--- src/rtl/led_fade_pkg.sv ---
// -----------------------------------------------------------------------------
// led_fade_pkg
// Shared constants for the LED breathe sequencer: phase encodings, phase
// width, default timing constants and a counter-width helper.
// -----------------------------------------------------------------------------
package led_fade_pkg;

    localparam int PHASE_W = 3;

    localparam logic [PHASE_W-1:0] ST_IDLE    = 3'd0;
    localparam logic [PHASE_W-1:0] ST_RISE    = 3'd1;
    localparam logic [PHASE_W-1:0] ST_HOLD_HI = 3'd2;
    localparam logic [PHASE_W-1:0] ST_FALL    = 3'd3;
    localparam logic [PHASE_W-1:0] ST_HOLD_LO = 3'd4;

    localparam int DEF_TICK_DIV        = 300000;
    localparam int DEF_HOLD_TICKS      = 64;
    localparam int DEF_DEBOUNCE_CYCLES = 65536;

    // Bits needed to count 0..n-1, never less than one bit.
    function automatic int cnt_width(input int n);
        return (n > 1) ? $clog2(n) : 1;
    endfunction

endpackage

--- src/rtl/led_fade_ctrl_sw_debounce.sv ---
// -----------------------------------------------------------------------------
// sw_debounce
// Brings one raw board switch into the clk domain through a 2-flop
// synchronizer. When SW_DEBOUNCE_EN is defined, a synchronized value is only
// accepted after DEBOUNCE_CYCLES consecutive cycles at that value; otherwise
// DEBOUNCE_CYCLES is ignored.
// Ports:
//   i_clk   system clock
//   i_rst   asynchronous active-high reset
//   i_sw    raw switch input
//   o_sw    synchronized (and optionally debounced) switch value, registered
// -----------------------------------------------------------------------------
module sw_debounce
    import led_fade_pkg::*;
#(
    parameter int DEBOUNCE_CYCLES = DEF_DEBOUNCE_CYCLES
) (
    input  logic i_clk,
    input  logic i_rst,
    input  logic i_sw,
    output logic o_sw
);

    logic r_meta;
    logic r_sync;

    // two-flop synchronizer for the asynchronous switch
    always_ff @(posedge i_clk or posedge i_rst) begin
        if (i_rst) begin
            r_meta <= 1'b0;
            r_sync <= 1'b0;
        end else begin
            r_meta <= i_sw;
            r_sync <= r_meta;
        end
    end

`ifdef SW_DEBOUNCE_EN
    localparam int CW = cnt_width(DEBOUNCE_CYCLES);

    logic [CW-1:0] r_cnt;
    logic          r_stable;

    // accept a new value once it has differed from the accepted one for
    // DEBOUNCE_CYCLES consecutive cycles; any return to the old value restarts
    always_ff @(posedge i_clk or posedge i_rst) begin
        if (i_rst) begin
            r_cnt    <= '0;
            r_stable <= 1'b0;
        end else if (r_sync == r_stable) begin
            r_cnt    <= '0;
        end else if (r_cnt == CW'(DEBOUNCE_CYCLES - 1)) begin
            r_cnt    <= '0;
            r_stable <= r_sync;
        end else begin
            r_cnt    <= r_cnt + 1'b1;
        end
    end

    assign o_sw = r_stable;
`else
    assign o_sw = r_sync;
`endif

endmodule

--- src/rtl/led_fade_ctrl.sv ---
// -----------------------------------------------------------------------------
// led_fade_ctrl
// Breathe-profile sequencer feeding the PWM LED driver level input:
// ramp up, hold at full, ramp down, hold at off. Started/stopped by sw_run;
// sw_mode selects continuous (0) or single-shot (1) operation.
// Optional build macro: SW_DEBOUNCE_EN adds a switch debounce filter.
// Ports:
//   clk      system clock
//   reset    asynchronous active-high reset
//   sw_run   raw switch, 1 = run profile
//   sw_mode  raw switch, 0 = continuous, 1 = single-shot
//   level    PWM level (registered)
//   tick     one-cycle pulse per level step (registered)
//   busy     high whenever not IDLE (registered)
//   phase    current state encoding (registered)
// -----------------------------------------------------------------------------
module led_fade_ctrl
    import led_fade_pkg::*;
#(
    parameter int WIDTH           = 8,
    parameter int TICK_DIV        = DEF_TICK_DIV,
    parameter int HOLD_TICKS      = DEF_HOLD_TICKS,
    parameter int DEBOUNCE_CYCLES = DEF_DEBOUNCE_CYCLES
) (
    input  logic               clk,
    input  logic               reset,
    input  logic               sw_run,
    input  logic               sw_mode,
    output logic [WIDTH-1:0]   level,
    output logic               tick,
    output logic               busy,
    output logic [PHASE_W-1:0] phase
);

    localparam int PW = cnt_width(TICK_DIV);
    localparam int HW = cnt_width(HOLD_TICKS);
    localparam logic [WIDTH-1:0] LVL_MAX = '1;

    logic               w_run_s;
    logic               w_mode_s;
    logic [PHASE_W-1:0] r_state;
    logic [WIDTH-1:0]   r_level;
    logic [PW-1:0]      r_presc;
    logic               r_tick;
    logic [HW-1:0]      r_hold;
    logic               r_armed;
    logic               r_busy;
    logic [PHASE_W-1:0] w_state_nxt;
    logic [WIDTH-1:0]   w_level_nxt;
    logic [HW-1:0]      w_hold_nxt;
    logic               w_armed_nxt;
    logic               w_hold_done;

    sw_debounce #(.DEBOUNCE_CYCLES(DEBOUNCE_CYCLES)) u_sw_run (
        .i_clk (clk),
        .i_rst (reset),
        .i_sw  (sw_run),
        .o_sw  (w_run_s)
    );

    sw_debounce #(.DEBOUNCE_CYCLES(DEBOUNCE_CYCLES)) u_sw_mode (
        .i_clk (clk),
        .i_rst (reset),
        .i_sw  (sw_mode),
        .o_sw  (w_mode_s)
    );

    // step prescaler: free-runs outside IDLE, tick follows the terminal count
    always_ff @(posedge clk or posedge reset) begin
        if (reset) begin
            r_presc <= '0;
            r_tick  <= 1'b0;
        end else if (r_state == ST_IDLE) begin
            r_presc <= '0;
            r_tick  <= 1'b0;
        end else if (r_presc == PW'(TICK_DIV - 1)) begin
            r_presc <= '0;
            r_tick  <= 1'b1;
        end else begin
            r_presc <= r_presc + 1'b1;
            r_tick  <= 1'b0;
        end
    end

    // hold exit: with no hold configured a hold state lasts one cycle, tick or not
    always_comb begin
        w_hold_done = 1'b0;
        if (HOLD_TICKS == 0) begin
            w_hold_done = 1'b1;
        end else begin
            w_hold_done = r_tick && (r_hold == HW'(HOLD_TICKS - 1));
        end
    end

    // next-state, level and hold-count logic
    always_comb begin
        w_state_nxt = r_state;
        w_level_nxt = r_level;
        w_hold_nxt  = r_hold;
        case (r_state)
            ST_IDLE: begin
                w_level_nxt = '0;
                w_hold_nxt  = '0;
                if (w_run_s && r_armed) begin
                    w_state_nxt = ST_RISE;
                end else begin
                    w_state_nxt = ST_IDLE;
                end
            end
            ST_RISE: begin
                // a dropped run switch fades out from the current level
                if (!w_run_s) begin
                    w_state_nxt = ST_FALL;
                end else if (r_tick && (r_level == LVL_MAX)) begin
                    w_state_nxt = ST_HOLD_HI;
                end else if (r_tick) begin
                    w_level_nxt = r_level + 1'b1;
                end else begin
                    w_state_nxt = ST_RISE;
                end
            end
            ST_HOLD_HI: begin
                if (!w_run_s || w_hold_done) begin
                    w_state_nxt = ST_FALL;
                    w_hold_nxt  = '0;
                end else if (r_tick) begin
                    w_hold_nxt  = r_hold + 1'b1;
                end else begin
                    w_hold_nxt  = r_hold;
                end
            end
            ST_FALL: begin
                if (r_tick && (r_level == '0)) begin
                    w_state_nxt = ST_HOLD_LO;
                end else if (r_tick) begin
                    w_level_nxt = r_level - 1'b1;
                end else begin
                    w_state_nxt = ST_FALL;
                end
            end
            ST_HOLD_LO: begin
                if (w_hold_done) begin
                    w_hold_nxt = '0;
                    if (w_run_s && !w_mode_s) begin
                        w_state_nxt = ST_RISE;
                    end else begin
                        w_state_nxt = ST_IDLE;
                    end
                end else if (r_tick) begin
                    w_hold_nxt = r_hold + 1'b1;
                end else begin
                    w_hold_nxt = r_hold;
                end
            end
            default: begin
                w_state_nxt = ST_IDLE;
                w_level_nxt = '0;
                w_hold_nxt  = '0;
            end
        endcase
    end

    // re-arming: run low always re-arms; a single-shot profile disarms on exit
    always_comb begin
        w_armed_nxt = r_armed;
        if (!w_run_s) begin
            w_armed_nxt = 1'b1;
        end else if ((r_state == ST_HOLD_LO) && w_hold_done && w_mode_s) begin
            w_armed_nxt = 1'b0;
        end else begin
            w_armed_nxt = r_armed;
        end
    end

    // sequencer registers; busy is taken from the next state so it moves with phase
    always_ff @(posedge clk or posedge reset) begin
        if (reset) begin
            r_state <= ST_IDLE;
            r_level <= '0;
            r_hold  <= '0;
            r_armed <= 1'b1;
            r_busy  <= 1'b0;
        end else begin
            r_state <= w_state_nxt;
            r_level <= w_level_nxt;
            r_hold  <= w_hold_nxt;
            r_armed <= w_armed_nxt;
            r_busy  <= (w_state_nxt != ST_IDLE);
        end
    end

    assign level = r_level;
    assign tick  = r_tick;
    assign busy  = r_busy;
    assign phase = r_state;

endmodule

--- config.mk ---
export PLATFORM = sky130hd
export DESIGN_NAME = led_fade_ctrl
export DESIGN_NICKNAME = d
export VERILOG_FILES = /design/src/rtl/led_fade_pkg.sv /design/src/rtl/led_fade_ctrl_sw_debounce.sv /design/src/rtl/led_fade_ctrl.sv
export SDC_FILE = /design/constraint.sdc
export NUM_CORES = 1
export LEC_CHECK = 0
export ABC_AREA = 1
export BUFFER_PORTS_ARGS = -buffer_cell sky130_fd_sc_hd__buf_4
export CORE_MARGIN = 2
export CORE_UTILIZATION = 55
export DETAILED_ROUTE_END_ITERATION = 12
export PLACE_DENSITY_LB_ADDON = 0.3
export SKIP_LAST_GASP = 1
export SYNTH_ARGS = -nofsm -noshare
export SYNTH_HDL_FRONTEND = slang
export SYNTH_HIERARCHICAL = 1
export SYNTH_SLANG_ARGS = --single-unit
--- constraint.sdc ---
create_clock -name clk -period 2.7 [get_ports clk]
set_input_delay 0.135 -clock clk [delete_from_list [all_inputs] [get_ports clk]]
set_output_delay 0.135 -clock clk [all_outputs]
set_load 0.05 [all_outputs]
### After elaboration in Yosys (flattened, before gate mapping)

Index checks and enable logic that the tools add are counted.

* equality and inequality tests: 13
* reduce and logical (&&, ||, !) cells: 16
* bitwise logic cells: 1
* muxes and demuxes: 26
* add/subtract/negate cells: 4

Operators with widths (count)
* 8-bit two-way mux: 5
* 19-bit two-way mux: 2
* 8-bit one-hot mux with 3 select lines: 1
* 3-bit two-way mux: 7
* 19-bit by 1-bit adder with 19-bit output, second input constant: 1
* 19-bit equality test, second input constant: 1
* 6-bit two-way mux: 3
* 6-bit one-hot mux with 3 select lines: 1
* 3-bit one-hot mux with 5 select lines: 1
* 2-bit != test, second input constant: 5
* 8-bit by 1-bit adder with 8-bit output, second input constant: 1
* 8-bit equality test, second input constant: 1
* 8-bit zero test: 1
* 8-bit by 1-bit subtractor with 8-bit output, second input constant: 1
* 1-bit logical AND: 7
* 6-bit by 1-bit adder with 6-bit output, second input constant: 1
* 3-bit by 2-bit equality test with 1-bit output, second input constant: 2
* 6-bit equality test, second input constant: 1
* 1-bit two-way mux: 6
* 6-bit AND reduction: 1
* 2-bit OR reduction: 2
* 3-bit by 1-bit equality test with 1-bit output, second input constant: 1
* 3-bit equality test, second input constant: 1
* 3-bit zero test: 1
* 5 further kinds: 6

* register bits after elaboration: 43
* word-level logic and storage cells: 71
* input bits: 4

### Logic depth before layout (Yosys ltp)

* word-level depth: 6
* mapped depth: 10
* mapped depth without buffers: 10

### By module

The synthesis kept the hierarchy.

By module, submodules not included
* led_fade_ctrl: sequential area each 977.2 um2, cells each 349, area an instance 2486.1 um2, times used 1
* sw_debounce: sequential area each 50.0 um2, cells each 3, area an instance 53.8 um2, times used 2

### Worst setup path after synthesis

Ideal clock, no wire load.

* path type: reg2reg
* start: register r_state[1], in the netlist phase[1]
* end: register r_level[7], in the netlist level[7]
* period minus slack after synthesis: 2179 ps
* setup slack: 521 ps
* stages on the path, launching flop included: 11
* data arrival time: 2096 ps
* data required time: 2617 ps
* buffers on the path: 0
* path through: dfrtp_1 nand2_1 nor2_2 ha_1 a21oi_1 nand2_1 nand2_1 nand2_1 nand2_1 nand3_1 o21ai_0

* cells in the longest elaborated chain, start to end: 4
* elaborated cells on any way between the ends: 13
* those cells by class: 9 x eq/ne; 1 x mux; 1 x bitwise; 2 x reduce/logical

RTL lines
* start: declaration: line led_fade_ctrl.sv:41 `logic [PHASE_W-1:0] r_state;`
* start signal: assignment: line led_fade_ctrl.sv:184 `r_state <= w_state_nxt;`
* 3-bit equality test or 3-bit by 2-bit equality test with 1-bit output (tied branches): line led_fade_ctrl.sv:100 `case (r_state)`
* 2-bit OR reduction (no line)
* 1-bit inverter (no line)
* 6-bit AND reduction (no line)
* end signal: assignment: line led_fade_ctrl.sv:185 `r_level <= w_level_nxt;`
* end: declaration: line led_fade_ctrl.sv:42 `logic [WIDTH-1:0] r_level;`

Parallel ways exist; a longest one is shown, timed or not.
A chain may end at the register's enable or synchronous reset.

### Final worst setup path

* start: register r_state[1], in the netlist phase[1]
* end: register r_level[5], in the netlist level[5]

The elaborated chain is that of the path after synthesis.

==> key figures <==
Synthesis
  • Post-Synth XOR/XNOR Area: 4.73%
  • Net Count, Synth: 368
  • Register area share after synthesis: 41.5%
  • Post-synthesis register bit count: 43
  • Syn_area_per_cell: 7.31 sq um
  • Main combinational cell family by area after synthesis: simple AND/OR/NAND/NOR gates
  • Cell Area, Synth: around 0.0026 sq mm
  • Adder-Cell Fraction of Synth Area: 4.63%
  • Mux contribution to synthesized area: 0%
  • Yosys warns: 6
  • Simple-Gate Fraction of Synth Area: 34.3%
  • Compound-cell area share of the yosys netlist: 6.75%
  • Post-synthesis cell type count: 33
  • Post-Synthesis Cells: 355

Clock network
  • Clk_lat worst skew: roughly 0.3 ns
  • Clock Tree Buf Depth: 2
  • Post-CTS Resized: 0
  • CTS tree: done
  • H-tree depth: 2
  • Clk pin slew, worst setup/hold paths: 0.08 ns
  • TritonCTS Buffers: 5
  • Root Buffer: clkbuf_8
  • Clock Sink Count: 43

Drt
  • DRC Markers: 0
  • Via count: between 2000 and 2500
  • Vias per cell: ~5.2
  • Drt pass-1 iters: 4
  • Routed WL per cell: 12.0 um
  • Antenna Nets Post-Route: 0
  • DR iter-0 viols: 126
  • Final wirelength: 5190 um

Outcome
  • Outcome: finished clean

Final layout
  • Util after Layout: about two thirds
  • Filler instances: 391
  • Register area: between 0.001 and 0.0015 sq mm
  • Final nets: 391
  • Antenna diodes: 0
  • Multi-input gate area: 0.00131 sq mm
  • Share of cells above drive strength 1: 10.6%
  • Syn-to-layout area delta: 11.0%

Worst setup path
  • Crit path required time: 2.91 ns
  • CP arrival: around 2.4 ns
  • Most used cell along the critical path: nand2_1
  • CP endpoint kind: flip-flop
  • Critical path buffers and inverters: 0
  • Cell family with most CP delay: simple AND/OR/NAND/NOR gates
  • Slowest stage delay, CP: 0.50 ns
  • Crit path cell chain: nand2_1, nor2_2, ha_1, a21oi_1, nand2_1, nand2_1, nand2_1, nand2_1, nand3_1, o21ai_0
  • Worst setup SP type: flip-flop
  • CP Max Fanout: 10
  • Crit-path slowest cell: dfrtp_1
  • WS Path Type: flip-flop to flip-flop

Global route
  • First-pass GRT wire length: around 9100 um
  • GR met1 Demand/Resource: between 20% and 30%
  • Met3 Track Usage GR: 4.28%
  • Vias in the first global route: approximately 2100
  • GRT Total Usage: a little over a fifth
  • Initial antenna violation count: 0
  • Global routing's busiest layer: met2
  • Total grt overflow: 0
  • Largest net degree at the start of global routing: 28
  • Met2 usage: 36.9%

Power and ir drop
  • Power Density: 917 mW/mm^2
  • Worst vdd ir: 0.000589 V
  • Leakage: 0.00143 uW

Timing
  • Skew final: 0.00942 ns
  • Hold slack: 0.269 ns
  • Least-Margin Pin Slew: 0.478 ns
  • Final worst slack: 0.537 ns
  • Max Clk Rate: 0.462 GHz
  • Slew HR: 68.1%
  • Min cycle time layout: 2.16 ns
  • Final hold violations: 0
  • Crit share post-route: about four fifths
  • Setup_tns: 0 ns
  • Final setup vio count: 0
  • Max-slew violation count: 0
  • RSZ-0062 raised after global routing: no

Run
  • Max_cap viols: 0

Floorplanning
  • Io pins: 17
  • Chip width: 72.7 um
  • # rows: 24
  • Initial Util: 58.4%
  • Die Ht: 72.7 um
  • Core Area: ~0.0044 sq mm
  • DIE AREA: roughly 0.0053 sq mm

Placement
  • Dpl hpwl: 3880 um
  • Port bufs: 16
  • Post-place setup slack: 0.590 ns
  • Gpl congestion: between 0.8 and 0.9

Min path
  • Hold crit path type: input pin to async pin
## area by class of cell
class	instances	share of cell area, %
Inverter	47	6.21
Timing Repair Buffer	21	5.73
Clock inverter	2	0.434
Tap cell	52	2.26
Sequential cell	43	37.4
Clock buffer	6	2.52
Multi-Input combinational cell	260	45.4
## cells by family after synthesis
kind of cell / count (synthesis)
simple gates: 208
buf+inv: 52
fa+ha+maj: 9
xor+xnor: 14
compound gates: 29
flops: 43
## routing by layer
metal	share of wire, %	vias up
met5	0	-
met4	1.2	0
met3	3.2	5
met2	47	40
met1	49	1022
li1	-	1173
## worst register-to-register path: stages (launching register included)
cell     delay (ns)
dfrtp_1        0.50
nand2_1        0.12
nor2_2         0.36
ha_1           0.37
a21oi_1        0.17
nand2_1        0.12
nand2_1        0.12
nand2_1        0.07
nand2_1        0.06
nand3_1        0.06
o21ai_0        0.15
## synthesized netlist by cell type
master      n  share of area, %
nand2_1   104                15
nor2_1     54               7.8
inv_1      45               6.5
dfrtp_1    42                41
nand3_1    23               4.4
xor2_1     12               4.1
nand4_1    11               2.7
a21oi_1    10               1.9
ha_1        8               3.9
o21ai_0     8               1.5
nor3_1      5              0.96
o21ai_2     5               1.7
a31oi_1     2              0.48
buf_2       2              0.39
clkbuf_1    2              0.29
nand3_2     2              0.77
nor2_4      2              0.87
nor4_1      2              0.48
xnor2_1     2              0.68
buf_6       1              0.43
dfstp_2     1               1.0
fa_1        1              0.77
inv_2       1              0.14
inv_4       1              0.24
nand2_2     1              0.24
nand3b_1    1              0.29
nor2_2      1              0.24
nor3b_1     1              0.29
o211ai_1    1              0.29
o21a_1      1              0.29
o22ai_1     1              0.24
o31ai_1     1              0.29
or2_2       1              0.24
## worst paths after layout
path,start,endpoint,slack (ns),cells past startpoint
setup / recovery,phase[1],level[5],0.54,10
hold / removal,reset,u_sw_mode/r_meta,0.27,3
setup reg to reg,phase[1],level[5],0.54,10
hold reg to reg,u_sw_run/r_meta,u_sw_run/o_sw,0.36,0
max in group asynchronous,reset,r_armed,1.51,4
min in group clk,u_sw_run/r_meta,u_sw_run/o_sw,0.36,0
## stage by stage
step / total power (uW) / instances / instance area [sq um]
after floorplan: 1950 / 355 / 2590
after global placement: 2230 / 420 / 2770
after detailed placement: 2240 / 420 / 2770
after CTS: 2650 / 431 / 2880
after global routing: 2870 / 431 / 2880
final: 2640 / 431 / 2880
## cell usage in the layout (no fill, tap or decap)
master | synthesis | routed
nand2_1 | 104 | 104
nor2_1 | 54 | 54
inv_1 | 45 | 45
dfrtp_1 | 42 | 42
nand3_1 | 23 | 23
buf_4 | 0 | 18
xor2_1 | 12 | 12
nand4_1 | 11 | 11
a21oi_1 | 10 | 10
o21ai_0 | 8 | 8
ha_1 | 8 | 8
o21ai_2 | 5 | 5
nor3_1 | 5 | 5
clkbuf_8 | 0 | 5
dlygate4sd3_1 | 0 | 3
nor2_4 | 2 | 2
nand3_2 | 2 | 2
nor4_1 | 2 | 2
xnor2_1 | 2 | 2
a31oi_1 | 2 | 2
inv_2 | 1 | 1
inv_4 | 1 | 1
nand2_2 | 1 | 1
nor2_2 | 1 | 1
nand3b_1 | 1 | 1
or2_2 | 1 | 1
o21a_1 | 1 | 1
nor3b_1 | 1 | 1
o211ai_1 | 1 | 1
o22ai_1 | 1 | 1
o31ai_1 | 1 | 1
fa_1 | 1 | 1
clkbuf_1 | 2 | 1
clkinvlp_4 | 0 | 1
clkinv_2 | 0 | 1
dfstp_2 | 1 | 1
## timing repair
item | in CTS | in global routing
hold buffers | 3 | 0
buffers inserted | 0 | 0
hold endpoints to repair | 18 | 0
## flip-flops by register name (all words and copies together), names as in the netlist, 3 cells and up
register,count
r_presc,19
level,8
r_hold,6
phase,3
## where the power goes
group	switching, uW	internal [uW]	leakage (uW)
sequential	143	750	0.000564
clock	217	181	0.0000412
combinational	905	445	0.000827
Note: power is estimated with default switching activity, not from simulation.
